### src/rtl/project_pwm_trip_zone.sv
// project_pwm_trip_zone
//
// Trip-zone protection between the deadband outputs and the PWM pins. An external
// active-low fault pin is synchronized and glitch-filtered. An accepted fault forces
// every channel to a programmable safe level. Normal waveforms resume only on a
// period boundary (i_sync). This happens after a software clear in one-shot mode,
// or automatically in cycle-by-cycle mode.
//
// Ports
//   i_clk         system clock
//   i_rst_n       synchronous active-low reset
//   i_pwm[5:0]    post-deadband PWM, bit 0 = 1A ... bit 5 = 3B
//   i_trip_n      asynchronous active-low fault pin
//   i_mode        0 = one-shot latch, 1 = cycle-by-cycle
//   i_filter      extra consecutive low samples required before a fault is accepted
//   i_safe[5:0]   per-channel level forced while tripped
//   i_sync        one-cycle pulse at the period boundary
//   i_clear       one-cycle software clear request
//   o_pwm[5:0]    protected PWM (registered)
//   o_tripped     high whenever the protection is not armed (registered)
//   o_fault_flag  sticky fault status (registered)

module project_pwm_trip_zone #(
   parameter int unsigned FILTER_WIDTH = 4
) (
   input  logic                    i_clk,
   input  logic                    i_rst_n,
   input  logic [5:0]              i_pwm,
   input  logic                    i_trip_n,
   input  logic                    i_mode,
   input  logic [FILTER_WIDTH-1:0] i_filter,
   input  logic [5:0]              i_safe,
   input  logic                    i_sync,
   input  logic                    i_clear,
   output logic [5:0]              o_pwm,
   output logic                    o_tripped,
   output logic                    o_fault_flag
);

   typedef enum logic [1:0] {
      StArmed   = 2'd0,
      StTripped = 2'd1,
      StRelease = 2'd2
   } state_e;

   localparam logic [FILTER_WIDTH-1:0] CntMax = '1;
   localparam logic [FILTER_WIDTH-1:0] CntOne = FILTER_WIDTH'(1);

   // ---------------------------------------------------------------------------
   // Two-flop synchronizer. Both flops reset high, so reset reads as "no fault".
   // ---------------------------------------------------------------------------
   logic trip_meta_q;
   logic trip_sync_q;

   always_ff @(posedge i_clk) begin
      if (!i_rst_n) begin
         trip_meta_q <= 1'b1;
         trip_sync_q <= 1'b1;
      end else begin
         trip_meta_q <= i_trip_n;
         trip_sync_q <= trip_meta_q;
      end
   end

   logic fault_raw;
   assign fault_raw = ~trip_sync_q;

   // ---------------------------------------------------------------------------
   // Glitch filter. cnt_q counts earlier consecutive low samples. The current
   // sample is accepted once cnt_q has reached i_filter, so a fault is accepted
   // on the (i_filter + 1)-th consecutive low sample.
   // ---------------------------------------------------------------------------
   logic [FILTER_WIDTH-1:0] cnt_q;
   logic [FILTER_WIDTH-1:0] cnt_d;
   logic                    fault;

   always_comb begin
      cnt_d = '0;
      if (fault_raw) begin
         cnt_d = (cnt_q == CntMax) ? cnt_q : cnt_q + CntOne;
      end
   end

   always_ff @(posedge i_clk) begin
      if (!i_rst_n) begin
         cnt_q <= '0;
      end else begin
         cnt_q <= cnt_d;
      end
   end

   assign fault = fault_raw & (cnt_q >= i_filter);

   // ---------------------------------------------------------------------------
   // Protection state machine
   // ---------------------------------------------------------------------------
   state_e state_q;
   state_e state_d;

   always_comb begin
      state_d = state_q;
      case (state_q)
         StArmed: begin
            if (fault) begin
               state_d = StTripped;
            end
         end
         StTripped: begin
            // i_mode is used live, so a mode switch mid-trip acts on this edge.
            if (!fault && (i_mode || i_clear)) begin
               state_d = StRelease;
            end
         end
         StRelease: begin
            // A fault outranks a coincident period boundary.
            if (fault) begin
               state_d = StTripped;
            end else if (i_sync) begin
               state_d = StArmed;
            end
         end
         default: begin
            state_d = StArmed;
         end
      endcase
   end

   always_ff @(posedge i_clk) begin
      if (!i_rst_n) begin
         state_q <= StArmed;
      end else begin
         state_q <= state_d;
      end
   end

   // ---------------------------------------------------------------------------
   // Registered outputs. They are decoded from the next state so that a trip
   // reaches the pins on the same edge the state machine enters TRIPPED.
   // ---------------------------------------------------------------------------
   logic [5:0] pwm_q;
   logic [5:0] pwm_d;
   logic       tripped_q;
   logic       tripped_d;
   logic       flag_q;
   logic       flag_d;

   always_comb begin
      pwm_d     = (state_d == StArmed) ? i_pwm : i_safe;
      tripped_d = (state_d != StArmed);
      flag_d    = flag_q;
      // Set outranks clear.
      if (fault) begin
         flag_d = 1'b1;
      end else if (i_clear) begin
         flag_d = 1'b0;
      end
   end

   always_ff @(posedge i_clk) begin
      if (!i_rst_n) begin
         pwm_q     <= 6'b000000;
         tripped_q <= 1'b0;
         flag_q    <= 1'b0;
      end else begin
         pwm_q     <= pwm_d;
         tripped_q <= tripped_d;
         flag_q    <= flag_d;
      end
   end

   assign o_pwm        = pwm_q;
   assign o_tripped    = tripped_q;
   assign o_fault_flag = flag_q;

endmodule
### config.mk
export PLATFORM = sky130hd
export DESIGN_NAME = project_pwm_trip_zone
export DESIGN_NICKNAME = d
export VERILOG_FILES = /design/src/rtl/project_pwm_trip_zone.sv
export SDC_FILE = /design/constraint.sdc
export NUM_CORES = 1
export LEC_CHECK = 0
export BUFFER_PORTS_ARGS = -buffer_cell sky130_fd_sc_hd__buf_2
export CAP_MARGIN = 20
export CORE_MARGIN = 2
export CORE_UTILIZATION = 45
export CTS_CLUSTER_DIAMETER = 150
export DETAILED_ROUTE_END_ITERATION = 10
export PLACE_DENSITY = 0.76
export SLEW_MARGIN = 15
export SYNTH_ARGS = -nofsm -noshare
export SYNTH_HDL_FRONTEND = slang
export SYNTH_SLANG_ARGS = --single-unit
### constraint.sdc
create_clock -name i_clk -period 3.9 [get_ports i_clk]
set_input_delay 0.585 -clock i_clk [delete_from_list [all_inputs] [get_ports i_clk]]
set_output_delay 0.585 -clock i_clk [all_outputs]
set_load 0.05 [all_outputs]
; Word-level counts from Yosys, hierarchy flattened
; Index checks and enable logic that the tools add are counted.
[op_classes]
addsub = 1
n_lt_le_gt_ge = 1
eq_ne = 3
mux = 8
bitwise_logic = 3
reduce_logical = 8
[op_table]
columns = cell, n
row1 = 2-bit two-way mux, 4
row2 = 6-bit two-way mux, 1
row3 = 2-bit one-hot mux with 3 select lines, 1
row4 = "4-bit by 1-bit adder with 4-bit output, second input constant", 1
row5 = "4-bit == test, second input constant", 1
row6 = 4-bit greater-or-equal comparator, 1
row7 = 2-bit logical NOT, 2
row8 = 2-bit nonzero test, 2
row9 = "2-bit by 1-bit == test with 1-bit output, second input constant", 1
row10 = "2-bit == test, second input constant", 1
row11 = 1-bit two-way mux, 2
row12 = 1-bit NOT, 2
row13 = 2-bit OR reduction, 1
row14 = 1-bit bitwise AND, 1
row15 = 1-bit logical AND, 1
row16 = 1-bit logical NOT, 1
row17 = 1-bit logical OR, 1
[totals]
reg_bits = 16
inputBits = 22
out_inout_bits = 8

; Depth between registers and ports, before layout
[logic_depth]
ltp_word = 8
ltp_mapped = 7
depth_no_buf = 7

; Worst setup path after synthesis
; No wires, ideal clock.
[synth_path]
kind = input -> register
from = input port i_filter[0]
to = register pwm_q[0], in the netlist o_pwm[0]
setup_time_ns = 0.072
arrival_time_ns = 1.729
required_time_ns = 3.828
path_slack_ns = 2.099
cell_stages = 6
path_cell_list = ha_1 > nor3b_1 > o21ai_0 > o21ai_1 > nand3_1 > a21oi_1
[synth_between]
elab_chain_len = 8
elab_cells_between_ends = 10
[synth_rtl]
columns = item, line
row1 = from (decl), 31  ; input logic [FILTER_WIDTH-1:0] i_filter,
row2 = 4-bit greater-or-equal comparator (*), 92  ; assign fault = fault_raw & (cnt_q >= i_filter);
row3 = 1-bit bitwise AND (*), 92
row4 = 1-bit logical NOT, 110  ; if (!fault && (i_mode || i_clear)) begin
row5 = 1-bit logical AND, 110
row6 = 2-bit two-way mux, 110
row7 = 2-bit one-hot mux with 3 select lines (*), 102  ; case (state_q)
row8 = 2-bit logical NOT (*), 148  ; pwm_d = (state_d == StArmed) ? i_pwm : i_safe;
row9 = 6-bit two-way mux (*), 148
row10 = to (signal assigned), 165  ; pwm_q <= pwm_d;
row11 = to (decl), 140  ; logic [5:0] pwm_q;
; Every way passes the cells marked *; elsewhere a longest branch is shown, timed or not.
; A chain may end at the register's enable or synchronous reset.

; Worst setup path after layout
[layout_path]
from = register cnt_q[0]
to = register pwm_q[3], in the netlist o_pwm[3]
[layout_between]
elab_chain_len = 8
elab_cells_between_ends = 10
[layout_rtl]
columns = item, line
row1 = from (decl), 73  ; logic [FILTER_WIDTH-1:0] cnt_q;
row2 = from (signal assigned), 88  ; cnt_q <= cnt_d;
row3 = 4-bit greater-or-equal comparator (*), 92
row4 = 1-bit bitwise AND (*), 92
row5 = 1-bit logical NOT, 110
row6 = 1-bit logical AND, 110
row7 = 2-bit two-way mux, 110
row8 = 2-bit one-hot mux with 3 select lines (*), 102
row9 = 2-bit logical NOT (*), 148
row10 = 6-bit two-way mux (*), 148
; Marked as above.

==> summary.log <==
qor: timing.finalSetupTns 0 ns
qor: global_routing.grt_first_pass_wirelength 2360 µm
qor: pwr.irDropWorstVdd 240 µV
qor: global_routing.grt_remaining_overflow 0
qor: finish.finalCoreUtilization 60.9%
qor: die.dieArea 0.00193 mm²
qor: cts.cts_inserted_buffers 3
qor: timing.maxSlewHeadroom 66.5%
qor: yosys.syn_inst 80
qor: cts.clk_path_buf_depth 2
qor: run_status.run_status completed
qor: drt.vias 675
qor: drt.detail_route.drc_violations 0
qor: critical_path.timing.critical_path.slowest_stage_cell sky130_fd_sc_hd__o21ai_1
qor: yosys.synth_nets 107
qor: timing.tightestPinTransition 0.499 ns
qor: yosys.mappedNetlistArea 716 µm²
qor: drt.first_pass_iters 5
qor: timing.finalSetupViolations 0
qor: die.floorplan.die.height 43.9 µm
qor: die.design.core.area 0.00151 mm²
qor: timing.count_of_endpoints_failing_hold_in_the_final_timing_report 0
qor: cts.h_tree_depth 1
qor: yosys.synthesis.yosys.warnings 0
qor: cts.ctsRootBufferMaster sky130_fd_sc_hd__clkbuf_4
qor: cts.postCtsSetupRepairBufs 0
qor: critical_path.arrival 2.21 ns
qor: cts.clkSlewWorstSetupHoldPaths 0.10 ns
qor: worst_hold_path.min_path_cells 1
qor: global_routing.grt_start_max_net_pins 10
qor: finish.antenna_cells_inserted 0
qor: die.chipWidth 43.9 µm
qor: critical_path.critical_path.endpoint_type flip-flop
qor: drt.total_length_of_routed_wires 1450 µm
qor: critical_path.cp_max_fo 8
qor: critical_path.cp.required 4.11 ns
qor: timing.final-max-slew-violation-count 0
qor: yosys.synth.top_cells.by_area sky130_fd_sc_hd__dfxtp_1 45%, sky130_fd_sc_hd__ha_1 8.7%, sky130_fd_sc_hd__a21oi_1 6.3%
qor: drt.routed_via_density 5.23
qor: yosys.post-synth-top-area-cell sky130_fd_sc_hd__dfxtp_1
qor: pwr.power.density_cell_area 348 mW/mm²
qor: worst_hold_path.min_path_type reg2reg
qor: die.start_util 47.5%
qor: cts.tritoncts_clock_tree built
qor: finish.fillers 146
qor: global_routing.grt_antenna_before_repair 0
qor: timing.achievable-frequency 0.499 GHz
qor: cts.cts_resized 0
qor: finish.synthToLayoutAreaGrowth 28.1%
qor: global_routing.global_route_usage_over_all_layers 16.3%
qor: die.row_count 14
qor: place.routabilityCongestion 0.787
qor: timing.post-route-worst-setup-slack 1.90 ns
qor: critical_path.setup.reg_to_reg.worst_slack 1.90 ns
qor: yosys.synth_cell_types 26
qor: critical_path.crit_path_cell_trace inv_1, ha_1, nor3b_1, o21ai_0, o21ai_1, nand3_1, a21oi_1
qor: pwr.fin_total_pwr 319 µW
qor: timing.skew 0.0100 ns
qor: drt.drt-initial-drc-count 9
qor: yosys.syn-mean-instance-area 8.95 µm²
qor: timing.share_of_the_cycle_needed_by_the_critical_path_after_routing 51.4%
qor: timing.timing.final.crit_period 2.00 ns
qor: place.pre_cts_slack 1.75 ns
qor: critical_path.largest_stage_delay_on_the_critical_path 0.45 ns
qor: yosys.synth_seq_area_share 44.8%
qor: place.port_buffers 29
qor: drt.final_antenna_net_count 0
qor: yosys.synth_top_area_share 44.8%
qor: flow_run.max_cap_viol_count 0
qor: die.io_pins 30
qor: cts.cts_hold_repair.buffers 0
qor: place.place_hpwl 1080 µm
qor: critical_path.ff2ff_path_depth 7
qor: finish.finish.net_count 141
qor: place.dp.cells 125
qor: finish.final-instance-count-excl-fill 129
qor: finish.drive_gt1_share 32.7%
qor: critical_path.startpoint_kind_of_the_worst_setup_timing_path flip-flop
qor: cts.clock_sink_count 16
qor: yosys.synth.ff_latch_count 16
qor: pwr.cellLeakagePower 0.444 nW
qor: cts.clock_insertion_delay_worst_skew 0.29 ns
qor: drt.wl_per_cell 11.3 µm
qor: timing.rsz0062_at_grt false
qor: global_routing.grt_pass1_vias 616
qor: critical_path.timing_worst_setup_path_type reg2reg
==> per-layer routing <==
layer	global-route usage [%]	part of all wire [%]	wire length, µm	vias up
met2	26.8	48	700	20
met3	4.17	4.7	68	4
met1	19.4	44	645	301
li1	-	-	-	350
met5	0	0	0	-
met4	8.48	2.6	38	0
==> worst max-delay path: cells and delay by family, from the launching register on <==
| family | cells | cell delay [ns] |
|---|---|---|
| buf+inv | 1 | 0.06 |
| compound gates | 3 | 0.84 |
| flops | 1 | 0.42 |
| simple gates | 2 | 0.33 |
| fa+ha+maj | 1 | 0.27 |
==> placed cells by master, fill, tap and decap left out, drive strengths merged, types with 2 or more instances in the layout <==
master	count
clkbuf	4
nand3	8
inv	4
nand2b	5
a21oi	9
ha	5
or2b	2
buf	29
dfxtp	16
nor2	7
o21ai	8
==> sequential cells by signal, summed over array words and instances (netlist names) <==
signal        flops
o_pwm             6
o_tripped         1
o_fault_flag      1
trip_sync_q       1
trip_meta_q       1
cnt_q             4
state_q           2
==> synth_stat cells <==
cell,count
sky130_fd_sc_hd__dfxtp_1,16
sky130_fd_sc_hd__a21oi_1,9
sky130_fd_sc_hd__nand3_1,8
sky130_fd_sc_hd__nor2_1,7
sky130_fd_sc_hd__o21ai_0,7
sky130_fd_sc_hd__ha_1,5
sky130_fd_sc_hd__nand2b_1,5
sky130_fd_sc_hd__inv_1,4
sky130_fd_sc_hd__or2b_1,2
sky130_fd_sc_hd__a211oi_1,1
sky130_fd_sc_hd__a22oi_2,1
sky130_fd_sc_hd__a31oi_1,1
sky130_fd_sc_hd__and2_2,1
sky130_fd_sc_hd__and3_1,1
sky130_fd_sc_hd__clkinv_1,1
sky130_fd_sc_hd__mux2i_1,1
sky130_fd_sc_hd__nand2_1,1
sky130_fd_sc_hd__nor3_1,1
sky130_fd_sc_hd__nor3b_1,1
sky130_fd_sc_hd__o211ai_1,1
sky130_fd_sc_hd__o21a_2,1
sky130_fd_sc_hd__o21ai_1,1
sky130_fd_sc_hd__o22a_2,1
sky130_fd_sc_hd__o22ai_1,1
sky130_fd_sc_hd__or3b_1,1
sky130_fd_sc_hd__xnor2_1,1
==> cell families after synthesis <==
family	share of synthesized area (%)
compound gates	20.1
xor+xnor	1.22
fa+ha+maj	8.74
buf+inv	2.62
flops	44.8
mux	1.40
simple gates	21.2
==> through the flow <==
step / area [µm²] / hold WS (ns)
after floorplan: 716 / 0.386
after global placement: 881 / 0.388
after detailed placement: 881 / 0.392
after CTS: 917 / 0.413
after global routing: 917 / 0.454
final: 917 / 0.411
==> final cells by class <==
type / instances / area (µm²) / area share, %
multi-input combinational: 59 / 377 / 41.1
sequential: 16 / 320 / 34.9
timing repair buffer: 29 / 145 / 15.8
clock buffer: 4 / 36.3 / 3.96
tap: 16 / 20.0 / 2.18
inverter: 5 / 18.8 / 2.05
==> final timing paths <==
check	to	startpoint
setup / recovery	o_pwm[3]	cnt_q[0]
hold / removal	trip_sync_q	trip_meta_q
setup reg to reg	o_pwm[3]	cnt_q[0]
hold reg to reg	trip_sync_q	trip_meta_q
==> report_power, final <==
| group | leakage, nW | internal, mW | total [mW] | switching (mW) |
|---|---|---|---|---|
| clock | 0.0210 | 0.0568 | 0.108 | 0.0507 |
| combinational | 0.292 | 0.0158 | 0.0414 | 0.0256 |
| sequential | 0.131 | 0.168 | 0.170 | 0.00178 |
(Power assumes the default switching activity.)
